**config.mk**
```make
export PLATFORM = sky130hd
export DESIGN_NAME = capi_dma_intr_mc
export DESIGN_NICKNAME = d
export VERILOG_FILES = /design/src/rtl/capi_dma_intr_mc.sv
export SDC_FILE = /design/constraint.sdc
export NUM_CORES = 1
export LEC_CHECK = 0
export ABC_AREA = 0
export CORE_ASPECT_RATIO = 0.6
export CORE_MARGIN = 3
export CORE_UTILIZATION = 59
export CTS_CLUSTER_DIAMETER = 80
export DETAILED_ROUTE_END_ITERATION = 8
export PLACE_DENSITY_LB_ADDON = 0.12
export SYNTH_ARGS = -nofsm -noshare
export SYNTH_HDL_FRONTEND = slang
export SYNTH_SLANG_ARGS = --single-unit
```
**constraint.sdc**
```tcl
create_clock -name clk -period 7.3 [get_ports clk]
set_input_delay 1.095 -clock clk [delete_from_list [all_inputs] [get_ports clk]]
set_output_delay 1.095 -clock clk [all_outputs]
set_load 0.01 [all_outputs]
```
**src/rtl/capi_dma_intr_mc.sv**
```systemverilog
// Multi-channel CAPI interrupt requester: round-robin arbitration over nch sources,
// local tag pool with retry on nonzero rc, completion/failure routed to the owning channel.
module capi_dma_intr_mc #(
    parameter int unsigned nch          = 4,
    parameter int unsigned ltag_width   = 3,
    parameter int unsigned max_retry    = 2,
    parameter int unsigned ctag_width   = 8,
    parameter int unsigned ctxtid_width = 16,
    parameter int unsigned irqsrc_width = 11,
    parameter int unsigned aux_width    = 1,
    parameter int unsigned tsize_width  = 12,
    parameter int unsigned ea_width     = 64,
    parameter int unsigned sid_width    = 1,
    parameter int unsigned uid_width    = 1,
    parameter int unsigned uid          = 0,
    parameter int unsigned rc_width     = 1,
    parameter int unsigned creq_width   = ctag_width + uid_width + sid_width + 1 + aux_width
                                          + ctxtid_width + tsize_width + ea_width
) (
    input  logic                           clk,
    input  logic                           reset_n,
    input  logic [nch-1:0]                 i_req_v,
    output logic [nch-1:0]                 i_req_r,
    input  logic [nch*ctxtid_width-1:0]    i_req_d_ctxt,
    input  logic [nch*irqsrc_width-1:0]    i_req_d_src,
    input  logic [nch*aux_width-1:0]       i_req_d_aux,
    output logic                           o_req_v,
    input  logic                           o_req_r,
    output logic [creq_width-1:0]          o_req_d,
    input  logic                           i_rsp_v,
    input  logic [ctag_width-1:0]          i_rsp_ctag,
    input  logic [rc_width-1:0]            i_rsp_rc,
    output logic [nch-1:0]                 o_rsp_v,
    output logic [nch-1:0]                 o_rsp_fail,
    output logic                           o_rm_err,
    output logic [ltag_width:0]            o_outst
);

    localparam int unsigned ntag = 1 << ltag_width;
    localparam int unsigned chw  = (nch > 1) ? $clog2(nch) : 1;
    localparam int unsigned cntw = 3;
    localparam int unsigned ow   = ltag_width + 1;

    logic                    req_v_q, req_v_d;
    logic [creq_width-1:0]   req_d_q, req_d_d;
    logic [ntag-1:0]         busy_q, busy_d, retry_q, retry_d;
    logic [chw-1:0]          t_ch_q   [ntag];
    logic [chw-1:0]          t_ch_d   [ntag];
    logic [ctxtid_width-1:0] t_ctxt_q [ntag];
    logic [ctxtid_width-1:0] t_ctxt_d [ntag];
    logic [irqsrc_width-1:0] t_src_q  [ntag];
    logic [irqsrc_width-1:0] t_src_d  [ntag];
    logic [aux_width-1:0]    t_aux_q  [ntag];
    logic [aux_width-1:0]    t_aux_d  [ntag];
    logic [cntw-1:0]         t_cnt_q  [ntag];
    logic [cntw-1:0]         t_cnt_d  [ntag];
    logic [chw-1:0]          rr_q, rr_d;
    logic [ow-1:0]           outst_q, outst_d;
    logic [nch-1:0]          rsp_v_q, rsp_v_d, rsp_fail_q, rsp_fail_d;
    logic                    rm_err_q, rm_err_d;

    logic [nch-1:0]          req_v_ch;
    logic                    load_ok, win_v, alloc, free, ctag_hi;
    logic [chw-1:0]          win, cand;
    logic [ltag_width-1:0]   rtag, ftag, rt;
    logic [ctxtid_width-1:0] w_ctxt;
    logic [irqsrc_width-1:0] w_src;
    logic [aux_width-1:0]    w_aux;

    // Command word; ea carries src above an even-parity bit over everything else.
    function automatic logic [creq_width-1:0] mk_cmd(input logic [ltag_width-1:0]   tag,
                                                     input logic [aux_width-1:0]    aux,
                                                     input logic [ctxtid_width-1:0] ctxt,
                                                     input logic [irqsrc_width-1:0] src);
        logic [ea_width-1:0] ea;
        ea                 = '0;
        ea[irqsrc_width:1] = src;
        ea[0]              = ^src;
        return {ctag_width'(tag), uid_width'(uid), sid_width'(0), 1'b1, aux, ctxt,
                tsize_width'(128), ea};
    endfunction

    // Channel 0 occupies the MSB of every per-channel vector.
    function automatic logic [nch-1:0] ch_bit(input logic [chw-1:0] c);
        logic [nch-1:0] r;
        r = '0;
        for (int k = 0; k < int'(nch); k++) begin
            if (c == chw'(k)) r[nch-1-k] = 1'b1;
        end
        return r;
    endfunction

    if (ctag_width > ltag_width) begin : g_hi
        assign ctag_hi = |i_rsp_ctag[ctag_width-1:ltag_width];
    end else begin : g_nohi
        assign ctag_hi = 1'b0;
    end

    always_comb begin
        for (int c = 0; c < int'(nch); c++) req_v_ch[c] = i_req_v[nch-1-c];
    end

    always_comb begin
        busy_d     = busy_q;
        retry_d    = retry_q;
        t_ch_d     = t_ch_q;
        t_ctxt_d   = t_ctxt_q;
        t_src_d    = t_src_q;
        t_aux_d    = t_aux_q;
        t_cnt_d    = t_cnt_q;
        req_v_d    = req_v_q & ~o_req_r;
        req_d_d    = req_d_q;
        rr_d       = rr_q;
        rsp_v_d    = '0;
        rsp_fail_d = '0;
        rm_err_d   = 1'b0;
        alloc      = 1'b0;
        free       = 1'b0;
        i_req_r    = '0;
        cand       = '0;
        win_v      = 1'b0;
        win        = '0;
        w_ctxt     = '0;
        w_src      = '0;
        w_aux      = '0;
        rtag       = '0;
        ftag       = '0;
        load_ok    = ~req_v_q | o_req_r;

        for (int t = int'(ntag) - 1; t >= 0; t--) begin
            if (retry_q[t]) rtag = ltag_width'(t);
            if (!busy_q[t]) ftag = ltag_width'(t);
        end

        // Round-robin: the first valid channel at or after rr_q wins.
        for (int i = int'(nch) - 1; i >= 0; i--) begin
            cand = chw'((int'(rr_q) + i) % int'(nch));
            if (req_v_ch[cand]) begin
                win_v = 1'b1;
                win   = cand;
            end
        end

        for (int c = 0; c < int'(nch); c++) begin
            if (win == chw'(c)) begin
                w_ctxt = i_req_d_ctxt[(nch-1-c)*ctxtid_width +: ctxtid_width];
                w_src  = i_req_d_src[(nch-1-c)*irqsrc_width +: irqsrc_width];
                w_aux  = i_req_d_aux[(nch-1-c)*aux_width +: aux_width];
            end
        end

        if (load_ok && (|retry_q)) begin
            req_v_d       = 1'b1;
            req_d_d       = mk_cmd(rtag, t_aux_q[rtag], t_ctxt_q[rtag], t_src_q[rtag]);
            retry_d[rtag] = 1'b0;
        end else if (load_ok && !(&busy_q) && win_v) begin
            alloc          = 1'b1;
            req_v_d        = 1'b1;
            req_d_d        = mk_cmd(ftag, w_aux, w_ctxt, w_src);
            busy_d[ftag]   = 1'b1;
            t_ch_d[ftag]   = win;
            t_ctxt_d[ftag] = w_ctxt;
            t_src_d[ftag]  = w_src;
            t_aux_d[ftag]  = w_aux;
            t_cnt_d[ftag]  = '0;
            rr_d           = (int'(win) == int'(nch) - 1) ? '0 : win + 1'b1;
        end

        if (alloc && reset_n) i_req_r = ch_bit(win);

        // Responses act on pre-cycle state, so a freed tag is only reusable next cycle.
        rt = i_rsp_ctag[ltag_width-1:0];
        if (i_rsp_v) begin
            if (ctag_hi || !busy_q[rt] || retry_q[rt]) begin
                rm_err_d = 1'b1;
            end else if (i_rsp_rc == '0) begin
                busy_d[rt] = 1'b0;
                free       = 1'b1;
                rsp_v_d    = ch_bit(t_ch_q[rt]);
            end else if (t_cnt_q[rt] < cntw'(max_retry)) begin
                t_cnt_d[rt] = t_cnt_q[rt] + 1'b1;
                retry_d[rt] = 1'b1;
            end else begin
                busy_d[rt] = 1'b0;
                free       = 1'b1;
                rsp_fail_d = ch_bit(t_ch_q[rt]);
            end
        end

        outst_d = outst_q + ow'(alloc) - ow'(free);
    end

    always_ff @(posedge clk or negedge reset_n) begin
        if (!reset_n) begin
            req_v_q    <= 1'b0;
            req_d_q    <= '0;
            busy_q     <= '0;
            retry_q    <= '0;
            rr_q       <= '0;
            outst_q    <= '0;
            rsp_v_q    <= '0;
            rsp_fail_q <= '0;
            rm_err_q   <= 1'b0;
            for (int t = 0; t < int'(ntag); t++) begin
                t_ch_q[t]   <= '0;
                t_ctxt_q[t] <= '0;
                t_src_q[t]  <= '0;
                t_aux_q[t]  <= '0;
                t_cnt_q[t]  <= '0;
            end
        end else begin
            req_v_q    <= req_v_d;
            req_d_q    <= req_d_d;
            busy_q     <= busy_d;
            retry_q    <= retry_d;
            rr_q       <= rr_d;
            outst_q    <= outst_d;
            rsp_v_q    <= rsp_v_d;
            rsp_fail_q <= rsp_fail_d;
            rm_err_q   <= rm_err_d;
            t_ch_q     <= t_ch_d;
            t_ctxt_q   <= t_ctxt_d;
            t_src_q    <= t_src_d;
            t_aux_q    <= t_aux_d;
            t_cnt_q    <= t_cnt_d;
        end
    end

    assign o_req_v    = req_v_q;
    assign o_req_d    = req_d_q;
    assign o_rsp_v    = rsp_v_q;
    assign o_rsp_fail = rsp_fail_q;
    assign o_rm_err   = rm_err_q;
    assign o_outst    = outst_q;

endmodule

```
After elaboration in Yosys (flattened, before gate mapping). Index checks and enable logic that the tools add are counted.

Output and inout bits: 122. Logic and storage cells: 249. Flip-flop bits (word level): 400.

Magnitude comparators: 16. Equality and inequality tests: 7. Bitwise logic cells: 16. Reduce and logical (&&, ||, !) cells: 22. Add/subtract/negate cells: 7. Multiplexer cells: 132.

Operators by type and width (count): 104-bit two-way mux (2); 24-bit two-way mux (6); 128-bit bitwise mux (1); 16-bit two-way mux (7); 88-bit bitwise mux (1); 8-bit two-way mux (11); 11-bit two-way mux (7); 3-bit two-way mux (20); 16-bit binary-select mux with 3-bit select (1); 16-bit demux with 3-bit select (1); 1-bit two-way mux (38); 11-bit binary-select mux with 3-bit select (1); 11-bit demux with 3-bit select (1); 4-bit two-way mux (8); 24-bit bitwise AND (1); 24-bit bitwise mux (1); 24-bit NOT (1); 11-bit XOR reduction (2); 3-bit demux with 3-bit select (2); 8-bit bitwise AND (2); 16-bit bitwise mux (1); 2-bit two-way mux (8); 8-bit NOT (2); 8-bit OR (2); other kinds (33) (73).

Logic depth before layout (Yosys ltp).
Depth after elaboration: 22. Gate-level depth with buffers: 18. Depth with buffers taken out: 15.

Least setup slack after synthesis. OpenSTA, ideal clock, no wires.

Path kind: input to output. Start point: in i_req_v[0]. End point: out i_req_r[2]. Arrival time: 3.163 ns. Stages on the path: 10. Buffers on the path: 4. Setup slack: 3.042 ns. Cells stage by stage: nand2_1 and3_1 a311o_1 clkbuf_1 inv_1 ha_1 clkbuf_1 buf_1 buf_1 and3_1.

Elaborated cells on any way between the ends: 23. Those cells by class: eq/ne (1); mux (20); reduce/logical (2).

RTL lines: start: declaration (RTL line 22) `input logic [nch-1:0] i_req_v,`; 1-bit binary-select mux with 2-bit select (RTL line 138) `if (req_v_ch[cand]) begin`; 1-bit two-way mux (not written as such) (RTL line 138); 2-bit two-way mux (3 in a row) (RTL line 138); 2-bit two-way mux (*) (RTL line 138); named net win[0] (RTL line 64) `logic [chw-1:0] win, cand;`; 2-bit by 1-bit equality test with 1-bit output (*) (RTL line 88) `if (c == chw'(k)) r[nch-1-k] = 1'b1;`; 1-bit two-way mux (*) (RTL line 88); 4-bit two-way mux (*) (RTL line 169) `if (alloc && reset_n) i_req_r = ch_bit(win);`; end: declaration (RTL line 23) `output logic [nch-1:0] i_req_r,`.

Mark *: on every way through the listed nets, which the timed path passes. The rest lies on a longest branch. The select of a mux whose other input is x is not followed.

Final worst setup path.
Start point: in i_req_v[0]. End point: out i_req_r[0].

Elaborated cells on any way between the ends: 23. Those cells by class: eq/ne (1); mux (20); reduce/logical (2).

RTL lines (RTL line): 1-bit binary-select mux with 2-bit select (138); 1-bit two-way mux (not written as such) (138); 2-bit two-way mux (3 in a row) (138); 2-bit two-way mux (*) (138); named net win[0] (64); 2-bit equality test (*) (88); 1-bit two-way mux (*) (88); 4-bit two-way mux (*) (169).

Marks and branches as above.

==> impl_metrics.json <==
{
  "cp_top_family": "buffers and inverters",
  "cp-start-kind": "input pin",
  "vias": 14070,
  "drc": 0,
  "yosysWarnings": 0,
  "p_per_area_nw_per_um2": 375.1,
  "placed_area_sq_um": 18080,
  "async_reset_ff_frac": 1.000,
  "htreeDepth": 1,
  "cp_num_cells": 8,
  "seq_area_frac_synth": 0.5021,
  "cp_cell_sequence": "clkdlybuf4s50_1, nand2_1, and3_1, a311o_1, inv_1, ha_2, and3_1, clkdlybuf4s50_1",
  "path_max_fanout": 57,
  "avgSynthCellArea_sq_um": 9.228,
  "die_area_sq_um": 29900,
  "post-dp-hpwl_um": 34090,
  "overflow": 0,
  "netlist_instances": 1777,
  "p_total_uw": 7128,
  "reg2regPathDepth": 17,
  "die_h_um": 135.1,
  "port_buffers": 180,
  "p_int_uw": 4306,
  "cts_hold_buf": 0,
  "nets": 2030,
  "p_clk_frac": 0.213,
  "synth_seq_cells": 329,
  "grt_setup_unrepaired": "no",
  "io_pins": 251,
  "wirelength_um": 51220,
  "drt-pass1-iter-count": 7,
  "synth-edff-count": 0,
  "critPathArrivalTime_ns": 4.19,
  "holdWs_ns": 0.4221,
  "final_cell_mix": "nand2_1 (338), dfrtp_1 (329), o21ai_0 (264)",
  "fin_worst_skew_ns": 0.02225,
  "coreArea_sq_um": 26880,
  "final_common_cell": "nand2_1",
  "sw_frac_of_total": 0.3958,
  "grt_pass1_wl_um": 78050,
  "tightest_slew_ns": 1.285,
  "grt_usage": 0.3359,
  "worst-path-buf-inv": 3,
  "peakVddDrop_mv": 0.1955,
  "syn_to_final_growth_pct": 15.86,
  "criticalPathCategory": "input pin to output pin",
  "p_leak_uw": 0.008530,
  "viasPerCell": 6.207,
  "finalHoldViolCount": 0,
  "cts_buffers": 30,
  "grt_pass1_vias": 13330,
  "root_buffer": "clkbuf_16",
  "wl_per_cell_um": 22.60,
  "fmax_ghz": 0.1891,
  "cts_resized": 0,
  "seq_area_sq_um": 8233,
  "drive_above_1_share": 0.06293,
  "fin_crit_sh": 0.7242,
  "postCtsSetupBuffers": 0,
  "synthFlopType": "dfrtp_1",
  "setup_tns_ns": 0,
  "drv_cap": 0,
  "antenna_found_initial": 1,
  "ant_nets": 0,
  "antenna_cells": 0,
  "rows": 46,
  "start_util": 0.6101,
  "grt_max_degree": 81,
  "clk_pin_slew_ns": 0.06,
  "die_w_um": 221.2,
  "end_kind": "output pin",
  "multi_input_area_sq_um": 7336,
  "maxSlewViolCount": 0,
  "syn_area_sq_um": 16400,
  "setup_viol": 0,
  "status": "finished, final reports clean",
  "place_congestion": 0.9532,
  "drt_iter0_drc": 1972,
  "required_ns": 6.20,
  "comb_power_share": 0.396,
  "ys_types": 76,
  "clk-insertion-delay-late_ns": 0.58,
  "cts_tree": "yes",
  "nFillCells": 2050,
  "rrSetupSlack_ns": 2.63,
  "clkSinkCount": 329,
  "switching_power_uw": 2821,
  "hp-class": "input pin to asynchronous set/reset pin",
  "slowest_delay_ns": 0.80,
  "cp_slowest_cell": "ha_2",
  "clockBufferDepth": 3,
  "slew_headroom": 0.1435,
  "seq_power_share": 0.391,
  "design_area_sq_um": 19000,
  "min_period_ns": 5.287
}
kinds of logic (layout without fill, tap and decap cells):
family | Yosys count | count (layout) | synth area share
AND/OR/NAND/NOR | 573 | 573 | 0.1539
AO/OA/AOI/OAI | 531 | 531 | 0.1878
buffers and inverters | 212 | 273 | 0.06913
multiplexers | 98 | 98 | 0.06562
XOR/XNOR | 23 | 23 | 0.01320
adder cells (fa/ha/maj) | 10 | 10 | 0.008088
other | 1 | 70 | 0.0002287
flip-flops | 329 | 329 | 0.5021
power by group through the flow:
stage / Combinational, uW / Sequential [uW] / Clock [uW]
floorplan: 1790 / 2710 / 0
global route: 3090 / 2830 / 1600
global placement: 2660 / 2760 / 0
finish: 2820 / 2780 / 1520
detailed placement: 2740 / 2780 / 0
CTS: 2760 / 2760 / 1530
path summary, 6_finish.rpt:
path / startpoint / to
min in group clk: t_ctxt_q[3] / t_ctxt_q[3]
max: i_req_v[0] / i_req_r[0]
max reg2reg: rr_q[1] / o_req_d[0]
min: reset_n / t_ctxt_q[64]
min reg2reg: t_ctxt_q[3] / t_ctxt_q[3]
max in group asynchronous: reset_n / t_aux_q[2]
cells in the mapped netlist, drive strengths merged, types with 18 or more instances:
master  number  area [sq um]
xnor2       21         198.9
mux2i       88         880.8
o221ai      25         219.0
nor2       107         411.6
a31oi       19         118.9
inv         21         78.82
o21ai      269          1350
nand3       31         160.1
nor3        18         95.09
a22oi       23         172.7
nand2      348          1316
o22ai       31         193.9
dfrtp      329          8233
clkbuf      89         334.1
buf        102         720.7
a21oi      112         564.3
area by class of cell:
cell class                      count  area share
Sequential cell                   329      0.4333
Multi-Input combinational cell   1305      0.3861
Timing Repair Buffer              204      0.1046
Clock buffer                       42     0.04511
Tap cell                          360     0.02371
Inverter                           21    0.004149
Clock inverter                      6    0.003029
metrics by stage:
stage          utilization  setup slack, ns  cells
2_1_floorplan            -            3.042   1846
6_report            0.7069            2.013   2267
5_1_grt             0.7069            1.643   2267
3_3_place_gp        0.6728            1.665   2219
3_5_place_dp        0.6728            1.530   2219
4_1_cts             0.7069            2.009   2267
flip-flops by register name, summed over array words and instances, names as in the netlist, 2 cells and up:
| signal | count |
|---|---|
| o_req_d | 33 |
| t_src_q | 88 |
| o_rsp_v | 4 |
| t_cnt_q | 24 |
| t_ctxt_q | 128 |
| t_aux_q | 8 |
| t_ch_q | 16 |
| o_outst | 4 |
| busy_q | 8 |
| retry_q | 8 |
| rr_q | 2 |
| o_rsp_fail | 4 |
per-layer routing:
layer | GRT usage | vias up | routed length, um
li1 | - | 6299 | -
met1 | 0.4895 | 6741 | 21380
met2 | 0.4893 | 932 | 21610
met3 | 0.1135 | 96 | 6983
met4 | 0.07824 | 4 | 1199
met5 | 0.01452 | - | 49
Note: power is estimated with default switching activity, not from simulation.
